===== config.mk =====
export PLATFORM = sky130hd
export DESIGN_NAME = multicycle_control
export DESIGN_NICKNAME = d
export VERILOG_FILES = /design/src/rtl/mc_pkg.sv /design/src/rtl/mc_decoder.sv /design/src/rtl/multicycle_control.sv
export SDC_FILE = /design/constraint.sdc
export NUM_CORES = 1
export LEC_CHECK = 0
export ABC_AREA = 1
export BUFFER_PORTS_ARGS = -buffer_cell sky130_fd_sc_hd__clkbuf_2
export CAP_MARGIN = 20
export CELL_PAD_IN_SITES_DETAIL_PLACEMENT = 0
export CELL_PAD_IN_SITES_GLOBAL_PLACEMENT = 1
export CORE_UTILIZATION = 36
export CTS_CLUSTER_DIAMETER = 40
export DETAILED_ROUTE_END_ITERATION = 12
export PLACE_DENSITY = 0.9
export SLEW_MARGIN = 20
export SYNTH_ARGS = -nofsm -noshare
export SYNTH_HDL_FRONTEND = slang
export SYNTH_SLANG_ARGS = --single-unit

===== constraint.sdc =====
create_clock -name i_clk -period 1.45 [get_ports i_clk]
set_input_delay 0.0725 -clock i_clk [delete_from_list [all_inputs] [get_ports i_clk]]
set_output_delay 0.0725 -clock i_clk [all_outputs]
set_load 0.005 [all_outputs]

===== src/rtl/mc_pkg.sv =====
// Shared encodings for the multicycle controller: FSM states, instruction classes,
// MIPS opcode/funct values and small class helpers.
package mc_pkg;

  localparam int MC_OPC_W   = 6;
  localparam int MC_FN_W    = 6;
  localparam int MC_TMO_W   = 8;
  localparam int MC_TMO_CYC = 200;

  typedef enum logic [2:0] {
    ST_FETCH  = 3'd0,
    ST_DECODE = 3'd1,
    ST_EXEC   = 3'd2,
    ST_MEM    = 3'd3,
    ST_WB     = 3'd4,
    ST_HALT   = 3'd5
  } state_t;

  typedef enum logic [3:0] {
    CL_NOP    = 4'd0,
    CL_R_ADD  = 4'd1,
    CL_R_ADDU = 4'd2,
    CL_R_SUB  = 4'd3,
    CL_R_SUBU = 4'd4,
    CL_ADDI   = 4'd5,
    CL_ADDIU  = 4'd6,
    CL_LW     = 4'd7,
    CL_SW     = 4'd8,
    CL_BEQ    = 4'd9,
    CL_J      = 4'd10,
    CL_ILL    = 4'd11
  } class_t;

  localparam logic [5:0] OP_RTYPE = 6'd0;
  localparam logic [5:0] OP_J     = 6'd2;
  localparam logic [5:0] OP_BEQ   = 6'd4;
  localparam logic [5:0] OP_ADDI  = 6'd8;
  localparam logic [5:0] OP_ADDIU = 6'd9;
  localparam logic [5:0] OP_LW    = 6'd35;
  localparam logic [5:0] OP_SW    = 6'd43;

  localparam logic [5:0] FN_ADD  = 6'd32;
  localparam logic [5:0] FN_ADDU = 6'd33;
  localparam logic [5:0] FN_SUB  = 6'd34;
  localparam logic [5:0] FN_SUBU = 6'd35;

  localparam logic [1:0] JMP_PC4    = 2'd0;
  localparam logic [1:0] JMP_TARGET = 2'd1;
  localparam logic [1:0] JMP_BRANCH = 2'd2;

  function automatic logic isRClass(input class_t c);
    return c inside {CL_R_ADD, CL_R_ADDU, CL_R_SUB, CL_R_SUBU};
  endfunction

  // Only the signed arithmetic forms trap on overflow.
  function automatic logic hasOvfCheck(input class_t c);
    return c inside {CL_R_ADD, CL_R_SUB, CL_ADDI};
  endfunction

  function automatic logic usesImm(input class_t c);
    return c inside {CL_ADDI, CL_ADDIU, CL_LW, CL_SW};
  endfunction

endpackage


===== src/rtl/mc_decoder.sv =====
// Combinational instruction classifier: {opcode,funct} -> instruction class.
// Anything outside the supported subset is reported as CL_ILL.
module mc_decoder
  import mc_pkg::*;
#(
  parameter int OPC_W = MC_OPC_W,
  parameter int FN_W  = MC_FN_W
) (
  input  logic [OPC_W+FN_W-1:0] i_instrCode,
  output logic [3:0]            o_class
);

  logic [OPC_W-1:0] w_opcode;
  logic [FN_W-1:0]  w_funct;

  assign w_opcode = i_instrCode[OPC_W+FN_W-1:FN_W];
  assign w_funct  = i_instrCode[FN_W-1:0];

  always_comb begin
    o_class = CL_ILL;
    case (w_opcode)
      OPC_W'(OP_RTYPE): begin
        case (w_funct)
          FN_W'(FN_ADD):  o_class = CL_R_ADD;
          FN_W'(FN_ADDU): o_class = CL_R_ADDU;
          FN_W'(FN_SUB):  o_class = CL_R_SUB;
          FN_W'(FN_SUBU): o_class = CL_R_SUBU;
          default:        o_class = CL_ILL;
        endcase
      end
      OPC_W'(OP_ADDI):  o_class = CL_ADDI;
      OPC_W'(OP_ADDIU): o_class = CL_ADDIU;
      OPC_W'(OP_LW):    o_class = CL_LW;
      OPC_W'(OP_SW):    o_class = CL_SW;
      OPC_W'(OP_BEQ):   o_class = CL_BEQ;
      OPC_W'(OP_J):     o_class = CL_J;
      default:          o_class = CL_ILL;
    endcase
  end

endmodule


===== src/rtl/multicycle_control.sv =====
// Multi-cycle MIPS-subset main controller (FETCH/DECODE/EXEC/MEM/WB) with memory-wait timeout.
// Define MC_ILLEGAL_TRAP_EN to send illegal instructions to a HALT state that only reset leaves.
module multicycle_control
  import mc_pkg::*;
#(
  parameter int OPC_W   = MC_OPC_W,
  parameter int FN_W    = MC_FN_W,
  parameter int TMO_W   = MC_TMO_W,
  parameter int TMO_CYC = MC_TMO_CYC
) (
  input  logic                  i_clk,
  input  logic                  i_rst_n,
  input  logic [OPC_W+FN_W-1:0] i_instrCode,
  input  logic                  i_mem_ready,
  output logic                  o_pcWrite,
  output logic                  o_pcWriteCond,
  output logic                  o_irWrite,
  output logic                  o_iorD,
  output logic                  o_memRead,
  output logic                  o_memWrite,
  output logic                  o_regDst,
  output logic                  o_memToReg,
  output logic                  o_ExtOp,
  output logic                  o_aluSrc,
  output logic                  o_regWrite,
  output logic [1:0]            o_jump,
  output logic                  o_branch,
  output logic                  o_memErr,
  output logic [2:0]            o_state
);

  state_t           r_state;
  class_t           r_class;
  logic [TMO_W-1:0] r_waitCnt;
  logic             r_active;

  state_t           w_nextState;
  logic [TMO_W-1:0] w_nextCnt;
  logic [3:0]       w_class;
  class_t           w_decClass;
  logic             w_memPhase;
  logic             w_timeout;

  mc_decoder #(
    .OPC_W(OPC_W),
    .FN_W (FN_W)
  ) u_decoder (
    .i_instrCode(i_instrCode),
    .o_class    (w_class)
  );

  assign w_decClass = class_t'(w_class);
  assign w_memPhase = r_active && ((r_state == ST_FETCH) || (r_state == ST_MEM));
  // The 200th consecutive cycle without ready times out unless ready shows up on it.
  assign w_timeout  = w_memPhase && !i_mem_ready && (r_waitCnt == TMO_W'(TMO_CYC - 1));
  assign w_nextCnt  = (w_memPhase && !i_mem_ready && !w_timeout) ? r_waitCnt + TMO_W'(1) : '0;

  // r_active keeps every output low during reset and for the cycle in which it is released.
  always_ff @(posedge i_clk or negedge i_rst_n) begin
    if (!i_rst_n) begin
      r_state   <= ST_FETCH;
      r_class   <= CL_NOP;
      r_waitCnt <= '0;
      r_active  <= 1'b0;
    end else begin
      r_active  <= 1'b1;
      r_state   <= w_nextState;
      r_waitCnt <= w_nextCnt;
      if (r_state == ST_DECODE) begin
        r_class <= w_decClass;
      end
    end
  end

  always_comb begin
    w_nextState = r_state;
    if (r_active) begin
      case (r_state)
        ST_FETCH:  if (i_mem_ready) w_nextState = ST_DECODE;
        ST_DECODE: begin
          if (w_decClass == CL_ILL) begin
`ifdef MC_ILLEGAL_TRAP_EN
            w_nextState = ST_HALT;
`else
            w_nextState = ST_FETCH;
`endif
          end else begin
            w_nextState = ST_EXEC;
          end
        end
        ST_EXEC: begin
          case (r_class)
            CL_BEQ, CL_J: w_nextState = ST_FETCH;
            CL_LW, CL_SW: w_nextState = ST_MEM;
            CL_R_ADD, CL_R_ADDU, CL_R_SUB, CL_R_SUBU,
            CL_ADDI, CL_ADDIU: w_nextState = ST_WB;
            default:      w_nextState = ST_FETCH;
          endcase
        end
        ST_MEM: begin
          if (i_mem_ready) begin
            w_nextState = (r_class == CL_LW) ? ST_WB : ST_FETCH;
          end else if (w_timeout) begin
            w_nextState = ST_FETCH;
          end
        end
        ST_WB:   w_nextState = ST_FETCH;
        ST_HALT: w_nextState = ST_HALT;
        default: w_nextState = ST_FETCH;
      endcase
    end
  end

  // Datapath controls come from state and class; only the fetch load strobes and the
  // timeout pulse look at i_mem_ready, since they mark the completing cycle itself.
  always_comb begin
    o_pcWrite     = 1'b0;
    o_pcWriteCond = 1'b0;
    o_irWrite     = 1'b0;
    o_iorD        = 1'b0;
    o_memRead     = 1'b0;
    o_memWrite    = 1'b0;
    o_regDst      = 1'b0;
    o_memToReg    = 1'b0;
    o_ExtOp       = 1'b0;
    o_aluSrc      = 1'b0;
    o_regWrite    = 1'b0;
    o_jump        = JMP_PC4;
    o_branch      = 1'b0;
    o_memErr      = 1'b0;
    if (r_active) begin
      case (r_state)
        ST_FETCH: begin
          o_memRead = 1'b1;
          o_irWrite = i_mem_ready;
          o_pcWrite = i_mem_ready;
          o_memErr  = w_timeout;
        end
        ST_EXEC: begin
          o_aluSrc = usesImm(r_class);
          o_ExtOp  = usesImm(r_class) || (r_class == CL_BEQ);
          o_branch = hasOvfCheck(r_class);
          if (r_class == CL_BEQ) begin
            o_jump        = JMP_BRANCH;
            o_pcWriteCond = 1'b1;
          end else if (r_class == CL_J) begin
            o_jump    = JMP_TARGET;
            o_pcWrite = 1'b1;
          end
        end
        ST_MEM: begin
          o_iorD     = 1'b1;
          o_memRead  = (r_class == CL_LW);
          o_memWrite = (r_class == CL_SW);
          o_memErr   = w_timeout;
        end
        ST_WB: begin
          o_regWrite = 1'b1;
          o_regDst   = isRClass(r_class);
          o_memToReg = (r_class == CL_LW);
        end
        default: ;
      endcase
    end
  end

  assign o_state = r_state;

endmodule


-- Word level (Yosys, flattened, before mapping)
Memories as Yosys holds them, arrays and structs flattened.
Index checks and enable logic that the tools add are counted.
Widths: inputs -> output; s select.
- reductions and logical operators: 15
- equal/unequal tests: 29
- muxes and demuxes: 42
- add/sub/neg operators: 1
- operators with widths (kind ; count):
    $eq 6x6->1 const B ; 6
    $mux 1 ; 28
    $pmux 4 s7 ; 1
    $eq 4x3->1 const B ; 4
    $eq 4x4->1 const B ; 4
    $pmux 4 s4 ; 1
    $pmux 3 s5 ; 1
    $eq 6x4->1 const B ; 2
    $mux 3 ; 4
    $add 8x1->8 const B ; 1
    $eq 4x2->1 const B ; 2
    $eq 8x8->1 const B ; 1
    $mux 2 ; 4
    $mux 8 ; 1
    $reduce_bool 4->1 ; 2
    $eq 3x2->1 const B ; 2
    $eq 3x3->1 const B ; 2
    $eq 6x2->1 const B ; 1
    $eq 6x3->1 const B ; 1
    $logic_not 6->1 ; 1
    $eq 4x1->1 const B ; 1
    $logic_and 1x1->1 ; 4
    $pmux 1 s2 ; 2
    $eq 3x1->1 const B ; 1
    other kinds (8) ; 10
- bits of input ports: 15
- memory bits (read-only): 48
- memories kept: 1
- word-level logic and storage cells: 92
- register bits: 16
- output and inout port bits: 18
- memory list (name ; words ; width ; read ports ; clocked after Yosys merged registers in ; write ports ; line ; source):
    (name not given) ; 16 ; 3 ; 1 ; 0 ; 0 ; multicycle_control.sv:92 ; case (r_class)

-- Longest topological paths before layout
- depth after elaboration: 8
- gate-level depth with buffers: 13

-- Modules after synthesis
From an unflattened synthesis, not the netlist that was laid out.
- cell total of the unflattened synthesis: 194
- area total of the unflattened synthesis: 1317.5 um2
- modules (own cells, without submodules) (module ; sequential area each (um2) ; area an instance (um2) ; instances ; cells an instance):
    multicycle_control ; 400.4 ; 1034.7 ; 1 ; 137
    mc_decoder ; 0.0 ; 282.8 ; 1 ; 57

-- Worst setup path before layout
OpenSTA, ideal clock, no wires.
- path type: reg2reg
- start: register r_waitCnt[0]
- end: register r_state[2], in the netlist o_state[2]
- library setup time: 76 ps
- path slack: 117 ps
- clock period less this slack: 1333 ps
- stages on the path, launching flop included: 10
- arrival: 1257 ps
- data required time: 1374 ps
- cells stage by stage: dfrtp_1 > ha_1 > nand2_1 > nor2_1 > nand2_1 > o21ai_2 > nand2_2 > a21oi_2 > o21ai_1 > o21ai_1
- cells in the longest elaborated chain, start to end: 4
- RTL lines (item ; line ; source):
    from (decl) ; multicycle_control.sv:34 ; logic [TMO_W-1:0] r_waitCnt;
    from (signal assigned) ; multicycle_control.sv:68 ; r_waitCnt <= w_nextCnt;
    $eq 8x8->1 ; multicycle_control.sv:55 ; assign w_timeout = w_memPhase && !i_mem_ready && (r_waitCnt == TMO_W'(TMO_CYC - 1));
    $logic_and 1x1->1 ; multicycle_control.sv:55 ;
    $ne 3x3->1 (no line) ; n/a ;
    $reduce_and 3->1 (no line) ; n/a ;
    to (signal assigned) ; multicycle_control.sv:67 ; r_state <= w_nextState;
    to (decl) ; multicycle_control.sv:32 ; state_t r_state;
Every way passes these cells.
A chain may end at the register's enable or synchronous reset.

-- Worst setup path after layout
- start: register r_state[2], in the netlist o_state[2]
- end: output o_memErr
- cells in the longest elaborated chain, start to end: 7
- elaborated cells between the ends (all ways): 9
- those cells by class: eq/ne (1); mux (2); reduce/logical (6)
- RTL lines (item ; line ; source):
    $eq 3x2->1 or $logic_not 3->1 (tied branches) ; multicycle_control.sv:53, multicycle_control.sv:132 ;
    $logic_or 1x1->1 ; multicycle_control.sv:53 ; assign w_memPhase = r_active && ((r_state == ST_FETCH) || (r_state == ST_MEM));
    $logic_and 1x1->1 ; multicycle_control.sv:53 ;
    $logic_and 1x1->1 (2 in a row) ; multicycle_control.sv:55 ;
    $mux 1 (*) ; multicycle_control.sv:132 ; case (r_state)
    $mux 1 (*) ; multicycle_control.sv:131 ; if (r_active) begin
    to (decl) ; multicycle_control.sv:28 ; output logic o_memErr,
Mark *: on every way between the ends. The rest lies on a longest branch, timed or not.

==> impl_metrics.tcl <==
set metrics [dict create \
    dp.cells 263 \
    dpl_cell_area_sq_um 1480 \
    cp.arrival_ps 1530 \
    antenna_left 0 \
    hold_slack_ps 134 \
    violations "setup timing" \
    power.density_nw_per_um2 1220 \
    row_count 20 \
    portBuffers 32 \
    design.core.area_sq_um 3130 \
    synthArstFlopShare_pct 100 \
    post-synth-top-count-cell "nand2_1" \
    fmax_mhz 626 \
    cts_buffers 3 \
    synth_area_leaders "dfrtp_1 (33%), nand2_1 (13%), nor2_1 (8.3%)" \
    finalCritPeriodShare_pct 110 \
    crit_path_start_kind "register" \
    reg2reg_slack_ps -90 \
    cp_data_required_time_ps 1380 \
    criticalPathCategory "register to primary output" \
    drtPass1Iterations 4 \
    overflow 0 \
    status "complete, but fails checks" \
    cts.clk_slew.worst_paths_ps 100 \
    drcViolationCount 0 \
    syn_to_final_growth_pct 52.1 \
    dpl.hpwl_um 2130 \
    synth_cell_type_count 30 \
    gp_congestion 0.838 \
    yosysWarnings 0 \
    syn-cell-area_sq_um 1220 \
    grt_pass1_wl_um 4930 \
    yosys-top-cells-count "nand2_1 (41), nor2_1 (27), inv_1 (22)" \
    fin_ws_ps -148 \
    nNetsFinal 263 \
    start_util_pct 39.0 \
    drv_slew 0 \
    grt_max_degree 17 \
    drive_gt1_share_pct 49.6 \
    max-cap-violations 0 \
    rsz0062_at_grt "yes" \
    die-height_um 60.2 \
    synth_edf_count 0 \
    crit_path_max_fanout 4 \
    fin_area_sq_um 1850 \
    vias 1395 \
    fin_util_pct 59.2 \
    end_kind "primary output" \
    cts_tree "yes" \
    p_leak_nw 0.900 \
    die_w_um 60.2 \
    grt_usage_pct 17.8 \
    wl_per_cell_um 11.5 \
    clkSinkCount 16 \
    avgSynthCellArea_sq_um 6.73 \
    grt_pass1_vias 1192 \
    n_antenna_cell 0 \
    clockBufferDepth 2 \
    report.final.setup_viol 13 \
    synth_top_cell_by_area "dfrtp_1" \
    worst_skew_pair.late_latency_ps 300 \
    drt-total-wl_um 3350 \
    power_mw 2.25 \
    synth_top_cell_area_share_pct 32.9 \
    ir_drop_mv 0.508 \
    vias_per_cell 4.81 \
    h-tree-depth 1 \
    synthFlopType "dfrtp_1" \
    finalHoldViolCount 0 \
    tns_ps -903 \
    clock-root-buffer "clkbuf_4" \
    instances_no_fill 290 \
    die_area_sq_um 3620 \
    preCtsSetupSlack_ps -1.90 \
    hp-class "input pin to register" \
    num_io_pins 33 \
    synth_seq_cells 16 \
    syn_nets 197 \
    drtIter0Drc 121 \
    skew_ps 5.77 \
    ys_seq_area_share_pct 32.9 \
    period_needed_ps 1600 \
    syn_inst 181 \
    antenna_found_initial 0 \
]
==> layer usage <==
| metal | vias to the layer above | global-route usage (%) | routed length, um |
|---|---|---|---|
| met5 | - | 0 | 0 |
| met4 | 0 | 5.98 | 42 |
| met3 | 4 | 1.52 | 111 |
| met2 | 40 | 31.9 | 1670 |
| met1 | 638 | 22.1 | 1520 |
| li1 | 713 | - | - |
==> kinds of logic (layout without fill, tap and decap cells) <==
| family | count (synthesis) | in the layout | share of synthesized area, % |
|---|---|---|---|
| AO/OA/AOI/OAI | 27 | 27 | 13.0 |
| XOR/XNOR | 1 | 1 | 0.719 |
| adder cells (fa/ha/maj) | 1 | 1 | 1.03 |
| buffers and inverters | 29 | 94 | 9.24 |
| flip-flops | 16 | 16 | 32.9 |
| other | 1 | 1 | 0.308 |
| AND/OR/NAND/NOR | 106 | 106 | 42.8 |
==> layout make-up <==
| cell class | instances | area (sq um) |
|---|---|---|
| Fill cell | 287 | 1270 |
| Inverter | 28 | 108 |
| Timing Repair Buffer | 62 | 419 |
| Multi-Input combinational cell | 136 | 831 |
| Sequential cell | 16 | 404 |
| Tap cell | 44 | 55.1 |
| Clock buffer | 4 | 36.3 |
==> sequential cells by signal (all words and copies together), names as in the netlist <==
| signal | cells |
|---|---|
| o_state | 3 |
| r_active | 1 |
| r_class | 4 |
| r_waitCnt | 8 |
==> timing repair <==
| item | CTS | global route |
|---|---|---|
| gates resized for setup | 23 | 29 |
| hold endpoints to repair | 16 | 0 |
| endpoints found under the setup margin | 13 | 21 |
| pin swaps | 10 | 13 |
| buffers inserted | 18 | 4 |
| hold buffers | 1 | 0 |
==> cells in the final DEF, fill, tap and decap left out, drive strengths merged <==
cell	netlist	routed
nand2	46	46
buf	1	36
nor2	32	32
clkbuf	0	29
inv	28	28
dfrtp	16	16
a21oi	12	12
nand3	11	11
o21ai	11	11
nor3	9	9
nand4	3	3
nor3b	3	3
xor2	1	1
nor4	1	1
a211oi	1	1
or2	1	1
o22ai	1	1
a22oi	1	1
o31ai	1	1
ha	1	1
dlygate4sd3	0	1
conb	1	1
==> worst max-delay path: stages (launching register included) <==
cell and delay [ps]:
dfrtp_2 470, nor2_4 170, nand2_2 110, a21oi_4 160, nand2_2 90, nor2_2 90, buf_2 140
==> worst paths after layout <==
check                                        from                      to  depth (start not counted)
max                        o_state[2]$_DFFE_PN0P_                o_memErr                          6
min                                   i_mem_ready  r_waitCnt[2]$_DFF_PN0_                          4
max reg2reg                o_state[2]$_DFFE_PN0P_  o_state[2]$_DFFE_PN0P_                          9
min reg2reg                r_waitCnt[7]$_DFF_PN0_  r_waitCnt[7]$_DFF_PN0_                          2
max in group asynchronous                 i_rst_n  o_state[0]$_DFFE_PN0P_                          2
min in group asynchronous                 i_rst_n  r_waitCnt[6]$_DFF_PN0_                          2
==> report_power, final <==
| part | internal (mW) | switching (mW) |
|---|---|---|
| registers | 0.533 | 0.111 |
| logic | 0.603 | 0.701 |
| clock network | 0.153 | 0.151 |
No activity file was read; power rests on OpenSTA's default activity.
